File: src/rtl/snd_gain_mixer4_pkg.sv
// Shared constants for the four-channel gain mixer.
// Gains are unsigned 4.4 fixed point; the sum carries extra headroom bits so nothing wraps.
package snd_gain_mixer4_pkg;

    localparam logic [7:0]  GainUnity    = 8'h10;
    localparam int unsigned GainFracBits = 4;
    localparam int unsigned SumHeadroom  = 10;

endpackage

File: src/rtl/snd_mix_scale.sv
// One mixer channel: MSB-align a signed sample to wout bits and multiply by a 4.4 gain.
// Purely combinational; the product is exact in wout+8 signed bits.
module snd_mix_scale #(
    parameter int unsigned win  = 16,
    parameter int unsigned wout = 16
) (
    input  logic signed [win-1:0]    ch,
    input  logic        [7:0]        gain,
    output logic signed [wout+7:0]   prod
);

    logic signed [wout-1:0] ch_ext;
    logic signed [wout-1:0] aligned;
    logic signed [8:0]      gain_s;

    always_comb begin
        ch_ext  = wout'(ch);
        // Left shift keeps the sign bit at the MSB, so full scale maps to full scale
        aligned = ch_ext <<< (wout - win);
        gain_s  = $signed({1'b0, gain});
        prod    = (wout+8)'(aligned) * (wout+8)'(gain_s);
    end

endmodule

File: src/rtl/snd_gain_mixer4.sv
// Four-input signed audio mixer with per-channel 4.4 gain, 1/16 rescale and output clip.
// Two cen-qualified pipeline stages: products, then sum/shift/saturate.
module snd_gain_mixer4
    import snd_gain_mixer4_pkg::*;
#(
    parameter int unsigned w0   = 16,
    parameter int unsigned w1   = 16,
    parameter int unsigned w2   = 16,
    parameter int unsigned w3   = 16,
    parameter int unsigned wout = 16
) (
    input  logic                   clk,
    input  logic                   rstn,
    input  logic                   cen,
    input  logic signed [w0-1:0]   ch0,
    input  logic signed [w1-1:0]   ch1,
    input  logic signed [w2-1:0]   ch2,
    input  logic signed [w3-1:0]   ch3,
    input  logic        [7:0]      gain0,
    input  logic        [7:0]      gain1,
    input  logic        [7:0]      gain2,
    input  logic        [7:0]      gain3,
    output logic signed [wout-1:0] mixed
);

    localparam int unsigned PW   = wout + 8;
    localparam int unsigned SumW = wout + SumHeadroom;

    logic signed [PW-1:0]   p0, p1, p2, p3;
    logic signed [PW-1:0]   p0_q, p1_q, p2_q, p3_q;
    logic signed [SumW-1:0] sum;
    logic signed [SumW-1:0] shifted;
    logic signed [wout-1:0] mixed_d;

    snd_mix_scale #(.win(w0), .wout(wout)) u_scale0 (.ch(ch0), .gain(gain0), .prod(p0));
    snd_mix_scale #(.win(w1), .wout(wout)) u_scale1 (.ch(ch1), .gain(gain1), .prod(p1));
    snd_mix_scale #(.win(w2), .wout(wout)) u_scale2 (.ch(ch2), .gain(gain2), .prod(p2));
    snd_mix_scale #(.win(w3), .wout(wout)) u_scale3 (.ch(ch3), .gain(gain3), .prod(p3));

    always_ff @(posedge clk or negedge rstn) begin
        if (!rstn) begin
            p0_q <= '0;
            p1_q <= '0;
            p2_q <= '0;
            p3_q <= '0;
        end else if (cen) begin
            p0_q <= p0;
            p1_q <= p1;
            p2_q <= p2;
            p3_q <= p3;
        end
    end

    always_comb begin
        sum     = SumW'(p0_q) + SumW'(p1_q) + SumW'(p2_q) + SumW'(p3_q);
        // Arithmetic shift floors toward minus infinity
        shifted = sum >>> GainFracBits;
        // In range only when every bit above the output sign bit matches it
        if (shifted[SumW-1:wout-1] == '0 || shifted[SumW-1:wout-1] == '1) begin
            mixed_d = shifted[wout-1:0];
        end else if (shifted[SumW-1]) begin
            mixed_d = {1'b1, {(wout-1){1'b0}}};
        end else begin
            mixed_d = {1'b0, {(wout-1){1'b1}}};
        end
    end

    always_ff @(posedge clk or negedge rstn) begin
        if (!rstn) begin
            mixed <= '0;
        end else if (cen) begin
            mixed <= mixed_d;
        end
    end

endmodule

File: config.mk
export PLATFORM = sky130hd
export DESIGN_NAME = snd_gain_mixer4
export DESIGN_NICKNAME = d
export VERILOG_FILES = /design/src/rtl/snd_gain_mixer4_pkg.sv /design/src/rtl/snd_mix_scale.sv /design/src/rtl/snd_gain_mixer4.sv
export SDC_FILE = /design/constraint.sdc
export NUM_CORES = 2
export LEC_CHECK = 0
export ABC_AREA = 1
export CAP_MARGIN = 15
export CORE_AREA = 5 5 277 171
export CTS_BUF_LIST = sky130_fd_sc_hd__clkbuf_8
export CTS_CLUSTER_SIZE = 14
export DETAILED_ROUTE_END_ITERATION = 7
export DIE_AREA = 0 0 282 176
export GPL_TIMING_DRIVEN = 0
export PLACE_DENSITY = 0.76
export SLEW_MARGIN = 30
export SYNTH_ARGS = -nofsm -noshare
export SYNTH_HDL_FRONTEND = slang
export SYNTH_SLANG_ARGS = --single-unit
File: constraint.sdc
create_clock -name clk -period 3.9 [get_ports clk]
set_input_delay 0.39 -clock clk [delete_from_list [all_inputs] [get_ports clk]]
set_output_delay 0.39 -clock clk [all_outputs]
set_load 0.005 [all_outputs]
* Word level (Yosys, flattened, before mapping)
Index checks and enable logic that the tools add are counted.
Operators by class: multipliers 4, add/subtract/negate cells 3, eq/ne operators 1, multiplexer cells 2, reductions and logical operators 2
Operator list (count):
- multiplier 16 x 9 -> 24 bit | 4
- two-way mux 16 bit | 2
- adder 25 x 24 -> 26 bit | 1
- adder 26 x 24 -> 26 bit | 1
- adder 24 x 24 -> 25 bit | 1
- == test 11 bit, second input constant | 1
- logical NOT 11 bit | 1
- logical OR 1 bit | 1
Word-level totals: register bits 112, word-level logic and storage cells 17

* Logic depth before layout (Yosys ltp)
depth in word-level cells 6, mapped depth 26

* By module
From an unflattened synthesis, not the netlist that was laid out.
Second synthesis, totals: cells, all modules 3948, area total of the unflattened synthesis 27717.8 µm²
By module, submodules not included:
- snd_gain_mixer4 | area each 7403.4 µm², cells an instance 938, instances 1
- snd_mix_scale (u_scale3) | area each 5106.1 µm², cells an instance 751, instances 1
- snd_mix_scale (u_scale2) | area each 5096.1 µm², cells an instance 751, instances 1
- snd_mix_scale (u_scale0) | area each 5073.6 µm², cells an instance 757, instances 1
- snd_mix_scale (u_scale1) | area each 5038.6 µm², cells an instance 751, instances 1

* Worst setup path before layout
OpenSTA, ideal clock, no wires.
kind input to register, from input port gain0[0], to register p0_q[19], cell stages on the path 24, arrival time 4.703 ns, path buffers 2, path slack -0.934 ns, required time 3.769 ns, setup time 0.131 ns, cell sequence clkbuf_1 -> clkbuf_1 -> nand2_1 -> fa_1 -> inv_1 -> fa_1 -> fa_1 -> inv_1 -> fa_1 -> inv_1 -> ha_1 -> a21oi_1 -> o21ai_0 -> a21oi_1 -> inv_1 -> nand2_1 -> nand2_1 -> nand2_1 -> nand2_1 -> nand2_1 -> nand2_1 -> or2_2 -> nand3_1 -> o21ai_0
On the way: longest elaborated chain between the ends 1
Ends and longest elaborated chain:
- from (decl) | RTL line snd_gain_mixer4.sv:19 | input logic [7:0] gain0,
- multiplier 16 x 9 -> 24 bit | RTL line snd_mix_scale.sv:21 | prod = (wout+8)'(aligned) * (wout+8)'(gain_s);
- to (signal assigned) | RTL line snd_gain_mixer4.sv:47 | p0_q <= p0;
- to (decl) | RTL line snd_gain_mixer4.sv:30 | logic signed [PW-1:0] p0_q, p1_q, p2_q, p3_q;
No other way between the ends. A chain may end at the register's enable or synchronous reset.

* Final worst setup path
from input port gain1[5], to register p1_q[19]
On the way: longest elaborated chain between the ends 1
Ends and longest elaborated chain:
- from (decl) | RTL line snd_gain_mixer4.sv:20 | input logic [7:0] gain1,
- multiplier 16 x 9 -> 24 bit | RTL line snd_mix_scale.sv:21
- to (signal assigned) | RTL line snd_gain_mixer4.sv:48 | p1_q <= p1;
- to (decl) | RTL line snd_gain_mixer4.sv:30
No other way between the ends.

==> flow_summary.html <==
<table>
<tr><th>Metric</th><th>Value</th></tr>
<tr><th colspan="2">Synthesis</th></tr>
<tr><td>Most used flip-flop cell after synthesis</td><td>sky130_fd_sc_hd__dfrtp_1</td></tr>
<tr><td>Largest area contributor in the synthesized netlist</td><td>sky130_fd_sc_hd__fa_1</td></tr>
<tr><td>Most area-consuming cells after synthesis</td><td>sky130_fd_sc_hd__fa_1, sky130_fd_sc_hd__inv_1, sky130_fd_sc_hd__nand2_1, sky130_fd_sc_hd__dfrtp_1, sky130_fd_sc_hd__ha_1</td></tr>
<tr><td>Post-synthesis cell area</td><td>around 0.026 mm^2</td></tr>
<tr><td>Number of enable-type register cells in the synthesized netlist</td><td>0</td></tr>
<tr><td>Cell count after synthesis</td><td>3583</td></tr>
<tr><td>Synth cell types</td><td>between 40 and 50</td></tr>
<tr><td>Portion of synthesized cell area occupied by the leading cell type</td><td>0.3414</td></tr>
<tr><td>Portion of the post-synthesis area used by sequential elements</td><td>0.1067</td></tr>
<tr><td>Fraction of synthesis flops using an asynchronous set or reset pin</td><td>1.000</td></tr>
<tr><td>Synth Area per Inst</td><td>~7.3 um^2</td></tr>
<tr><td>Number of synthesized register bits</td><td>about 110</td></tr>
<tr><td>Synthesized net count</td><td>4341</td></tr>
<tr><td>Synth warnings</td><td>0</td></tr>
<tr><th colspan="2">Setup path</th></tr>
<tr><td>Data required, critical path</td><td>4.17 ns</td></tr>
<tr><td>Worst reg2reg endpoint</td><td>mixed[12]</td></tr>
<tr><td>Critical-path maximum fanout</td><td>9</td></tr>
<tr><td>Element type at the critical path start</td><td>primary input</td></tr>
<tr><td>Worst reg2reg setup slack</td><td>around 0.22 ns</td></tr>
<tr><td>RR Startpoint</td><td>p0_q[17]</td></tr>
<tr><td>Worst Reg-to-Reg Cells</td><td>19</td></tr>
<tr><td>CP Class</td><td>primary input to flop</td></tr>
<tr><td>Crit path DAT</td><td>roughly 4.5 ns</td></tr>
<tr><td>Crit path top cell by count</td><td>sky130_fd_sc_hd__nand2_2</td></tr>
<tr><td>Crit path capture type</td><td>flop</td></tr>
<tr><td>Worst-path cell with the longest stage delay</td><td>sky130_fd_sc_hd__fa_2</td></tr>
<tr><td>Delay of the slowest cell on the worst path</td><td>about 0.55 ns</td></tr>
<tr><th colspan="2">Place</th></tr>
<tr><td>Count of buffers from port buffering</td><td>18</td></tr>
<tr><td>Instance area at placement</td><td>just under 0.03 mm^2</td></tr>
<tr><td>Global placement routability congestion</td><td>0.9744</td></tr>
<tr><td>Post-detail-place hpwl</td><td>~57000 um</td></tr>
<tr><th colspan="2">STA</th></tr>
<tr><td>Worst setup slack after layout</td><td>-0.3203 ns</td></tr>
<tr><td>Worst clock skew on the final layout</td><td>approximately 0.011 ns</td></tr>
<tr><td>Setup violations, final</td><td>37</td></tr>
<tr><td>Fin. max-slew vios</td><td>0</td></tr>
<tr><td>Share of the cycle needed by the critical path after routing</td><td>1.082</td></tr>
<tr><td>Final min period</td><td>~4.2 ns</td></tr>
<tr><td>Least-Margin Pin Slew</td><td>1.019 ns</td></tr>
<tr><td>Number of hold violations in the final report</td><td>0</td></tr>
<tr><td>Max frequency</td><td>between 200 and 250 MHz</td></tr>
<tr><td>Headroom to the max-slew limit</td><td>0.3209</td></tr>
<tr><td>Unrepaired setup endpoints after global routing</td><td>true</td></tr>
<tr><th colspan="2">Detailed routing</th></tr>
<tr><td>Number of antenna-violating nets in the routed design</td><td>0</td></tr>
<tr><td>Final routed wirelength across all metal layers</td><td>around 75000 um</td></tr>
<tr><td>Post-DR wirelength/cell</td><td>17.04 um</td></tr>
<tr><td>First-pass detailed-route iteration total</td><td>6</td></tr>
<tr><td>DR iter-0 viols</td><td>around 2200</td></tr>
<tr><td>Via-per-instance ratio</td><td>about 5.2</td></tr>
<tr><td>Number of remaining DRC errors</td><td>0</td></tr>
<tr><td>Via count of the routed design</td><td>~23000</td></tr>
<tr><th colspan="2">Run status</th></tr>
<tr><td>Status</td><td>finished, violations left</td></tr>
<tr><td>Violated checks</td><td>setup timing</td></tr>
<tr><th colspan="2">Clock tree</th></tr>
<tr><td>CTS tree</td><td>done</td></tr>
<tr><td>Number of levels in the clock H-tree</td><td>3</td></tr>
<tr><td>Buffers from clock root to sink, at most</td><td>2</td></tr>
<tr><td>Clk Tree Root Cell</td><td>sky130_fd_sc_hd__clkbuf_8</td></tr>
<tr><td>Clock-pin transition on the worst setup and hold timing paths</td><td>0.12 ns</td></tr>
<tr><td>Sink Count</td><td>between 100 and 150</td></tr>
<tr><td>Num CTS Buffers</td><td>9</td></tr>
<tr><td>Clk_lat worst skew</td><td>around 0.39 ns</td></tr>
<tr><th colspan="2">Floorplan</th></tr>
<tr><td>Area of the die</td><td>a little under 0.05 mm^2</td></tr>
<tr><td>Die W</td><td>~280 um</td></tr>
<tr><td>Die extent in y</td><td>about 180 um</td></tr>
<tr><td>Core Area</td><td>0.04437 mm^2</td></tr>
<tr><td>Number of rows in the core area</td><td>60</td></tr>
<tr><td># IOs</td><td>115</td></tr>
<tr><td>Initial standard-cell utilization of the core</td><td>0.5920</td></tr>
<tr><th colspan="2">Final layout</th></tr>
<tr><td>Synthesis-to-layout area growth</td><td>25.68%</td></tr>
<tr><td>Final #Nets</td><td>4560</td></tr>
<tr><td>Ant. Diodes</td><td>0</td></tr>
<tr><td>Commonest non-fill, non-tap cell in the layout</td><td>sky130_fd_sc_hd__inv_1</td></tr>
<tr><td>Ratio of cells with drive above 1 in the final layout</td><td>0.2306</td></tr>
<tr><td>Highest-count cells in the layout ignoring fill and taps</td><td>sky130_fd_sc_hd__inv_1, sky130_fd_sc_hd__nand2_1, sky130_fd_sc_hd__fa_1, sky130_fd_sc_hd__buf_4, sky130_fd_sc_hd__ha_1</td></tr>
<tr><td>Post-Layout Inst Area</td><td>~0.033 mm^2</td></tr>
<tr><th colspan="2">Global routing</th></tr>
<tr><td>Global-route wire length before repair</td><td>about 120000 um</td></tr>
<tr><td>Number of antenna violations at the first check in global routing</td><td>0</td></tr>
<tr><td>Global route total overflow</td><td>0</td></tr>
<tr><td>GRT Util Overall</td><td>0.2913</td></tr>
<tr><td>Vias in the first global route</td><td>about 22000</td></tr>
<tr><td>Maximum number of pins on one net before global-route repair</td><td>82</td></tr>
<tr><th colspan="2">Min path</th></tr>
<tr><td>End of the worst hold path</td><td>p3_q[0]</td></tr>
<tr><td>Worst min-delay path category</td><td>primary input to flop</td></tr>
<tr><td>Hold path depth</td><td>3</td></tr>
<tr><td>Launch point of the worst hold path</td><td>gain3[0]</td></tr>
<tr><th colspan="2">Job</th></tr>
<tr><td>Max-cap violations</td><td>0</td></tr>
</table>
==> stage by stage <==
| step | utilization | hold slack [ns] | instances | setup slack, ns | setup TNS, ns |
|---|---|---|---|---|---|
| finish | 0.7441 | 0.3035 | 4396 | -0.3203 | -4.768 |
| global route | 0.7441 | 0.2927 | 4396 | -0.4975 | -10.28 |
| CTS | 0.7054 | 0.2884 | 4316 | -0.2227 | -1.928 |
| detailed placement | 0.6560 | 0.2636 | 4191 | -1.154 | -37.21 |
| global placement | 0.6552 | 0.4707 | 4190 | -1.822 | -236.76 |
| floorplan | - | 0.09441 | 3583 | -0.4335 | -5.829 |
==> layer usage <==
metal  vias to the layer above  track usage  part of all wire
li1                      10670            -                 -
met1                     10930       0.4604              0.45
met2                      1134       0.4120              0.42
met3                        99      0.08168              0.12
met4                         0      0.03302             0.013
met5                         -            0                 0
==> cells by family after synthesis <==
kind of cell,synth area share
buf+inv,0.1857
simple gates,0.1740
fa+ha+maj,0.4419
compound gates,0.06302
flops,0.1067
xor+xnor,0.02867
==> flip-flops by register name (all words and copies together) (netlist names) <==
name,cells
p3_q,24
p1_q,24
p0_q,24
mixed,16
p2_q,24
==> what timing repair did <==
action | CTS | global route
cloned | 11 | 0
hold buffers | 1 | 0
gates resized for setup | 228 | 350
buffers inserted | 97 | 87
endpoints found under the hold margin | 31 | 0
setup endpoints to repair | 50 | 64
pin swaps | 161 | 224
==> final cells by class <==
class	instances	area (um^2)
tap	589	737.0
inverter	1137	4289
buffer	151	1808
clock buffer	9	123.9
fill	3173	11350
timing repair buffer	209	1882
clock inverter	7	75.07
multi-input combinational	2182	21300
sequential	112	2803
==> cells in the mapped netlist (10+ instances only) <==
| library cell | instances |
|---|---|
| sky130_fd_sc_hd__nand3_1 | 52 |
| sky130_fd_sc_hd__nand2_2 | 17 |
| sky130_fd_sc_hd__clkbuf_1 | 137 |
| sky130_fd_sc_hd__a21oi_1 | 107 |
| sky130_fd_sc_hd__nand4_1 | 30 |
| sky130_fd_sc_hd__fa_1 | 448 |
| sky130_fd_sc_hd__ha_1 | 211 |
| sky130_fd_sc_hd__nand2_1 | 907 |
| sky130_fd_sc_hd__xor2_1 | 26 |
| sky130_fd_sc_hd__xnor2_1 | 60 |
| sky130_fd_sc_hd__nor2_1 | 83 |
| sky130_fd_sc_hd__inv_1 | 1130 |
| sky130_fd_sc_hd__clkbuf_2 | 13 |
| sky130_fd_sc_hd__dfrtp_1 | 112 |
| sky130_fd_sc_hd__a21oi_2 | 10 |
| sky130_fd_sc_hd__o21ai_0 | 152 |
==> how the worst max path moves through the flow <==
stage / start / to / slack [ns] / cells past startpoint
after CTS: gain1[2] / p1_q[22] / -0.22 / 19
after detailed placement: gain1[6] / p1_q[19] / -1.15 / 26
after floorplan: gain0[5] / p0_q[19] / -0.43 / 24
final: gain1[5] / p1_q[19] / -0.32 / 25
after global routing: gain1[5] / p1_q[19] / -0.50 / 25
after global placement: rstn / p1_q[21] / -1.82 / 1
==> critical path, delay by kind of cell <==
family,cells,cell delay [ns]
adders and majority gates,5,2.24
and+or+nand+nor,9,0.71
AOI/OAI and AO/OA,4,0.48
buffers and inverters,7,0.65
Power is left out: the tool's default activity adds up to more than one toggle a clock period on the data nets, which glitch-free logic cannot reach.
